===== src/rtl/ch_pack_if.sv =====
// Channel-capture / host-FIFO write bundle for ch_pack.
// The slave modport is the packer; the master modport drives the sample source and downstream status.
interface ch_pack_if #(
  parameter int unsigned WIDTH      = 16,
  parameter int unsigned NCH        = 8,
  parameter int unsigned DEPTH_LOG2 = 5
);
  logic                   req_data;
  logic [2:0]             sel;
  logic [NCH*WIDTH-1:0]   ch_data;
  logic                   wr_full;
  logic                   clr_ovf;
  logic [WIDTH-1:0]       wr_data;
  logic                   wr_en;
  logic                   wr_sop;
  logic                   ovf;
  logic [15:0]            ovf_cnt;
  logic [DEPTH_LOG2:0]    fill;

  modport master (
    output req_data, sel, ch_data, wr_full, clr_ovf,
    input  wr_data, wr_en, wr_sop, ovf, ovf_cnt, fill
  );

  modport slave (
    input  req_data, sel, ch_data, wr_full, clr_ovf,
    output wr_data, wr_en, wr_sop, ovf, ovf_cnt, fill
  );
endinterface


===== src/rtl/ch_pack.sv =====
// Captures the selected channel sample, buffers it in a small FIFO and drains it as framed packets.
// Optional CH_PACK_SEQ_EN: each packet starts with a {8'hA5, seq} header word.
module ch_pack #(
  parameter int unsigned WIDTH      = 16,
  parameter int unsigned NCH        = 8,
  parameter int unsigned DEPTH_LOG2 = 5,
  parameter int unsigned PKT_WORDS  = 256
) (
  input  logic        clk,
  input  logic        reset_n,
  ch_pack_if.slave    bus
);

  localparam int unsigned DEPTH = 2 ** DEPTH_LOG2;
  localparam int unsigned PCW   = (PKT_WORDS > 1) ? $clog2(PKT_WORDS) : 1;

  localparam logic [0:0] ST_SOP  = 1'b0;
  localparam logic [0:0] ST_DATA = 1'b1;

  logic                  r_cap_vld;
  logic [WIDTH-1:0]      r_cap_data;
  logic [WIDTH-1:0]      r_mem [DEPTH];
  logic [DEPTH_LOG2-1:0] r_wptr;
  logic [DEPTH_LOG2-1:0] r_rptr;
  logic [DEPTH_LOG2:0]   r_fill;
  logic [0:0]            r_state;
  logic [PCW-1:0]        r_pkt_cnt;
  logic                  r_wr_en;
  logic                  r_wr_sop;
  logic [WIDTH-1:0]      r_wr_data;
  logic                  r_ovf;
  logic [15:0]           r_ovf_cnt;
`ifdef CH_PACK_SEQ_EN
  logic [7:0]            r_seq;
`endif

  logic [WIDTH-1:0]      w_sample;
  logic                  w_full;
  logic                  w_push;
  logic                  w_drop;
  logic                  w_issue;
  logic                  w_pop;
  logic                  w_hdr;
  logic                  w_pkt_last;

  always_comb begin
    w_sample = '0;
    if (32'(bus.sel) < NCH) begin
      w_sample = bus.ch_data[32'(bus.sel)*WIDTH +: WIDTH];
    end
  end

  assign w_full     = (r_fill == (DEPTH_LOG2+1)'(DEPTH));
  assign w_push     = r_cap_vld && !w_full;
  assign w_drop     = r_cap_vld && w_full;
  // A packet (header included) only starts once there is data to follow it.
  assign w_issue    = (r_fill != '0) && !bus.wr_full;
  assign w_pkt_last = (r_pkt_cnt == PCW'(PKT_WORDS - 1));
`ifdef CH_PACK_SEQ_EN
  assign w_hdr      = w_issue && (r_state == ST_SOP);
`else
  assign w_hdr      = 1'b0;
`endif
  assign w_pop      = w_issue && !w_hdr;

  // Storage has no reset; pointers and fill define validity.
  always_ff @(posedge clk) begin
    if (w_push) begin
      r_mem[r_wptr] <= r_cap_data;
    end
  end

  always_ff @(posedge clk) begin
    if (!reset_n) begin
      r_cap_vld  <= 1'b0;
      r_cap_data <= '0;
      r_wptr     <= '0;
      r_rptr     <= '0;
      r_fill     <= '0;
      r_state    <= ST_SOP;
      r_pkt_cnt  <= '0;
      r_wr_en    <= 1'b0;
      r_wr_sop   <= 1'b0;
      r_wr_data  <= '0;
      r_ovf      <= 1'b0;
      r_ovf_cnt  <= '0;
`ifdef CH_PACK_SEQ_EN
      r_seq      <= '0;
`endif
    end else begin
      r_cap_vld <= bus.req_data;
      if (bus.req_data) begin
        r_cap_data <= w_sample;
      end

      if (w_push) begin
        r_wptr <= r_wptr + 1'b1;
      end
      if (w_pop) begin
        r_rptr <= r_rptr + 1'b1;
      end
      if (w_push && !w_pop) begin
        r_fill <= r_fill + 1'b1;
      end else if (!w_push && w_pop) begin
        r_fill <= r_fill - 1'b1;
      end

      r_wr_en  <= w_issue;
      r_wr_sop <= w_issue && (r_state == ST_SOP);
      if (w_pop) begin
        r_wr_data <= r_mem[r_rptr];
      end
`ifdef CH_PACK_SEQ_EN
      if (w_hdr) begin
        r_wr_data <= WIDTH'({8'hA5, r_seq});
        r_seq     <= r_seq + 1'b1;
      end
`endif

      if (w_issue) begin
        r_pkt_cnt <= w_pkt_last ? '0 : r_pkt_cnt + 1'b1;
        r_state   <= w_pkt_last ? ST_SOP : ST_DATA;
      end

      // Clear has priority over a simultaneous drop; the dropped word is still discarded.
      if (bus.clr_ovf) begin
        r_ovf     <= 1'b0;
        r_ovf_cnt <= '0;
      end else if (w_drop) begin
        r_ovf <= 1'b1;
        if (r_ovf_cnt != 16'hFFFF) begin
          r_ovf_cnt <= r_ovf_cnt + 1'b1;
        end
      end
    end
  end

  assign bus.wr_data = r_wr_data;
  assign bus.wr_en   = r_wr_en;
  assign bus.wr_sop  = r_wr_sop;
  assign bus.ovf     = r_ovf;
  assign bus.ovf_cnt = r_ovf_cnt;
  assign bus.fill    = r_fill;

endmodule


===== src/flat_wrapper.sv =====
// flat-port wrapper written by rule: the top's interface ports become plain ports
module ch_pack_flat 
#(
  parameter int unsigned WIDTH      = 16,
  parameter int unsigned NCH        = 8,
  parameter int unsigned DEPTH_LOG2 = 5,
  parameter int unsigned PKT_WORDS  = 256
)
  (clk, reset_n, bus_req_data, bus_sel, bus_ch_data, bus_wr_full, bus_clr_ovf, bus_wr_data, bus_wr_en, bus_wr_sop, bus_ovf, bus_ovf_cnt, bus_fill);
  ch_pack_if #(.WIDTH(WIDTH), .NCH(NCH), .DEPTH_LOG2(DEPTH_LOG2)) bus_i ();
  input  logic clk;
  input  logic reset_n;
  input wire logic [$bits(bus_i.req_data)-1:0] bus_req_data;
  input wire logic [$bits(bus_i.sel)-1:0] bus_sel;
  input wire logic [$bits(bus_i.ch_data)-1:0] bus_ch_data;
  input wire logic [$bits(bus_i.wr_full)-1:0] bus_wr_full;
  input wire logic [$bits(bus_i.clr_ovf)-1:0] bus_clr_ovf;
  output wire logic [$bits(bus_i.wr_data)-1:0] bus_wr_data;
  output wire logic [$bits(bus_i.wr_en)-1:0] bus_wr_en;
  output wire logic [$bits(bus_i.wr_sop)-1:0] bus_wr_sop;
  output wire logic [$bits(bus_i.ovf)-1:0] bus_ovf;
  output wire logic [$bits(bus_i.ovf_cnt)-1:0] bus_ovf_cnt;
  output wire logic [$bits(bus_i.fill)-1:0] bus_fill;
  assign bus_i.req_data = bus_req_data;
  assign bus_i.sel = bus_sel;
  assign bus_i.ch_data = bus_ch_data;
  assign bus_i.wr_full = bus_wr_full;
  assign bus_i.clr_ovf = bus_clr_ovf;
  assign bus_wr_data = bus_i.wr_data;
  assign bus_wr_en = bus_i.wr_en;
  assign bus_wr_sop = bus_i.wr_sop;
  assign bus_ovf = bus_i.ovf;
  assign bus_ovf_cnt = bus_i.ovf_cnt;
  assign bus_fill = bus_i.fill;
  ch_pack #(.WIDTH(WIDTH), .NCH(NCH), .DEPTH_LOG2(DEPTH_LOG2), .PKT_WORDS(PKT_WORDS)) u_core (.clk(clk), .reset_n(reset_n), .bus(bus_i));
endmodule

===== config.mk =====
export PLATFORM = sky130hd
export DESIGN_NAME = ch_pack_flat
export DESIGN_NICKNAME = d
export VERILOG_FILES = /design/src/rtl/ch_pack_if.sv /design/src/rtl/ch_pack.sv /design/src/flat_wrapper.sv
export SDC_FILE = /design/constraint.sdc
export NUM_CORES = 1
export LEC_CHECK = 0
export CAP_MARGIN = 10
export CORE_MARGIN = 2
export CORE_UTILIZATION = 55
export DETAILED_ROUTE_END_ITERATION = 10
export GPL_TIMING_DRIVEN = 0
export PLACE_DENSITY = 0.72
export SYNTH_ARGS = -nofsm -noshare
export SYNTH_HDL_FRONTEND = slang
export SYNTH_SLANG_ARGS = --single-unit

===== constraint.sdc =====
create_clock -name clk -period 3.2 [get_ports clk]
set_input_delay 0.48 -clock clk [delete_from_list [all_inputs] [get_ports clk]]
set_output_delay 0.48 -clock clk [all_outputs]
set_load 0.02 [all_outputs]

==> impl_metrics.ini <==
[setup_path]
cp_common_cell = ha_1
timing_worst_setup_path_type = reg -> reg
maximum_cell_stage_delay_along_the_critical_path_ns = 0.47
timing.critical_path.cells = nor2_1 > a31oi_4 > inv_4 > buf_4 > ha_1 > inv_1 > ha_1 > and2_1 > a22o_1 > o211ai_1 > mux2i_1
critPathTopFamily = compound AO/OA/AOI/OAI gates
worst-path-max-fanout = 10
rr_worst_depth = 11
cp.buffers_inverters = 3
reg2reg_slack_ns = 0.21
critical_path_depth = 11
worst-endpoint-required_ns = 3.74
critical-path-slowest-cell = dfxtp_1
cp.arrival_ns = 3.52
crit_path_end_kind = flip-flop
start_kind = flip-flop

[die]
dieHeight_um = 212
core_area_um2 = 43000
rows = 76
chipWidth_um = 212
ios = 177
floorplan.initialDensity = 0.556
die_area_um2 = 45100

[clock_network]
cts_hold_repair.buffers = 0
htree_num_levels = 2
clock_sinks = 589
clk_root_buffer_cell = clkbuf_16
tritoncts = yes
cts.clk_slew.worst_paths_ns = 0.06
cts_inserted_buffers = 58
clock_tree.buffer_depth = 3
worst_skew_pair_latency_ns = 0.62

[routing]
drcViolationCount = 0
num_vias = 13922
viasPerCell = 6.12
detailedRoute.firstIterationViolations = 1464
drt_pass1_iterations = 5
detail_route.wirelength_um = 58500
routedWlPerCell_um = 25.7
residual_antenna_violating_net_count_after_detailed_routing = 0

[power]
clockPowerShare = 0.347
power.switching_fraction = 0.261
power.density_cell_area_nw_per_um2 = 669
p_int_mw = 14.4
seq_power_share = 0.456
leakage_nw = 9.43
net-switching-power_mw = 5.07
vdd_ir_drop_max_v = 0.000455
share_comb_of_total_power = 0.197

[sta]
worst-slew-pin-transition_ns = 1.21
layout_worst_path_cycle_share = 0.933
slew_viol_final = 0
fmaxAchievable_ghz = 0.335
skew_ns = 0.0157
hold_viol_final = 0
final.min_clock_period_ns = 2.99
setup_viol = 0
grt_setup_unrepaired = false
slew-limit-headroom = 0.192
worst_hold_slack_ns = 0.300

[place]
gp_routability_congestion = 0.885
portBuffers = 172
dp.cells = 2157
dp.final_hpwl_um = 40500
post_dp_cell_area_um2 = 26900

[synthesis]
syn-cell-area_um2 = 23900
netlist_instances = 1372
average_cell_area_after_synthesis_um2 = 17.4
postSynthNetCount = 1521
asyncSetResetFlopFracSynth = 0
synth-edff-count = 512
ys_types = 62
ys_seq_area_frac = 0.708
synthesis.yosys.warnings = 0
postSynthRegisterBits = 589
synth_top_flop_cell = edfxtp_1

[min_path]
hold_path_class = in -> reg
holdPathStages = 2

[finish]
fillerInstances = 2904
nets = 1791
area_of_the_multi_input_gates_um2 = 6590
final_cells = 2276
final_cell_area_um2 = 29000
final-seq-area_um2 = 16900
area_growth_pct = 21.5
drive_above_1_share = 0.182
antennaDiodeCount = 0

[global_routing]
number_of_antenna_violations_at_the_first_check_in_global_routing = 0
grt_use_met3 = 0.0449
maximum_number_of_pins_on_one_net_before_global_route_repair = 34
grt_pass1_vias = 14111
grt_util_met2 = 0.448
grt_first_pass_wirelength_um = 85900
grt_most_used_layer = met2
use_met1 = 0.343
grt_util_all_layers = 0.263
grt_overflow = 0

[run]
cap_viol_max_count = 0

[status]
outcome = finished, final reports clean
[routing by layer]
metal | up-vias | wire (um)
met5 | - | 0
met3 | 115 | 4040
met1 | 7119 | 22400
met2 | 611 | 30000
li1 | 6077 | -
met4 | 0 | 1990
[power groups by stage]
stage	logic, mW	clock network [mW]	registers, mW
final	3.82	6.74	8.86
after detailed placement	3.69	0	9.07
after global placement	3.53	0	9.10
after CTS	3.70	6.81	8.91
after global routing	4.06	7.12	8.88
after floorplan	2.36	0	9.05
[flip-flops by register name (all words and copies together), names as in the netlist, 5 cells and up]
register            cells
u_core.r_pkt_cnt        8
u_core.bus.wr_data     16
u_core.r_rptr           5
u_core.r_wptr           5
u_core.bus.fill         6
u_core.bus.ovf_cnt     16
u_core.r_mem          512
u_core.r_cap_data      16
[timing repair]
item / in CTS / in global routing
endpoints found under the setup margin: 2 / 9
gates resized for setup: 1 / 2
cloned: 0 / 0
pin swaps: 1 / 2
setup buffers: 0 / 3
[synth_stat cells (4+ instances only)]
cell	n	share of area
a211oi_1	33	0.010
nor2_1	58	0.0091
ha_1	12	0.0063
buf_4	8	0.0025
o211a_1	16	0.0067
clkbuf_1	42	0.0066
xnor2_1	21	0.0077
dfxtp_1	77	0.065
nor4_1	5	0.0013
buf_1	7	0.0011
o22ai_1	48	0.013
mux4_2	96	0.090
mux2i_1	132	0.055
buf_6	4	0.0019
nor3_1	6	0.0013
nor2b_1	10	0.0026
nand4_1	8	0.0021
a21oi_1	23	0.0048
mux2_2	16	0.0075
buf_2	23	0.0048
and2_1	13	0.0034
a32o_1	16	0.0067
inv_1	8	0.0013
nand3_1	10	0.0021
o21ai_0	22	0.0046
nand2_1	59	0.0093
a22oi_1	33	0.010
edfxtp_1	512	0.64
[area by class of cell]
| type | instances | area share |
|---|---|---|
| inverter | 9 | 0.00125 |
| sequential | 589 | 0.583 |
| timing repair buffer | 210 | 0.0832 |
| multi-input combinational | 689 | 0.227 |
| clock buffer | 94 | 0.0610 |
| buffer | 85 | 0.0142 |
| clock inverter | 15 | 0.00487 |
| tap | 585 | 0.0252 |
[cells in the final DEF (no fill, tap or decap), types with 13 or more instances in the layout]
master / synthesis / final
mux4_2: 96 / 96
o21ai_0: 22 / 22
a21oi_1: 23 / 23
o22ai_1: 48 / 48
a211oi_1: 33 / 33
clkdlybuf4s50_1: 0 / 172
mux2_2: 16 / 16
edfxtp_1: 512 / 512
a32o_1: 16 / 16
buf_8: 0 / 15
a22oi_1: 33 / 33
buf_2: 23 / 22
dfxtp_1: 77 / 77
nand2_1: 59 / 59
buf_16: 0 / 14
nor2_1: 58 / 33
o211a_1: 16 / 16
clkbuf_16: 0 / 61
xnor2_1: 21 / 21
mux2i_1: 132 / 132
clkbuf_1: 42 / 63
nor2_2: 1 / 26
and2_1: 13 / 13
buf_4: 8 / 14
[worst paths after layout]
path | to | startpoint
max | u_core.bus.fill[5] | u_core.bus.fill[0]
min | u_core.r_cap_data[0] | bus_req_data
max reg2reg | u_core.bus.fill[5] | u_core.bus.fill[0]
min reg2reg | u_core.bus.ovf | u_core.bus.ovf
[per-stage QoR]
stage	TNS, ns	power (mW)	setup slack (ns)	util
finish	0	19.4	0.215	0.675
global route	0	20.1	0.0749	0.675
CTS	0	19.4	0.0121	0.670
detailed placement	-0.705	12.8	-0.331	0.626
global placement	-22.64	12.6	-0.248	0.613
floorplan	0	11.4	0.425	-
[cells by family after synthesis]
| family | synth area share |
|---|---|
| fa+ha+maj | 0.00712 |
| flops | 0.708 |
| buf+inv | 0.0185 |
| simple gates | 0.0418 |
| compound gates | 0.0623 |
| mux | 0.153 |
| xor+xnor | 0.00880 |
(Power assumes the default switching activity.)
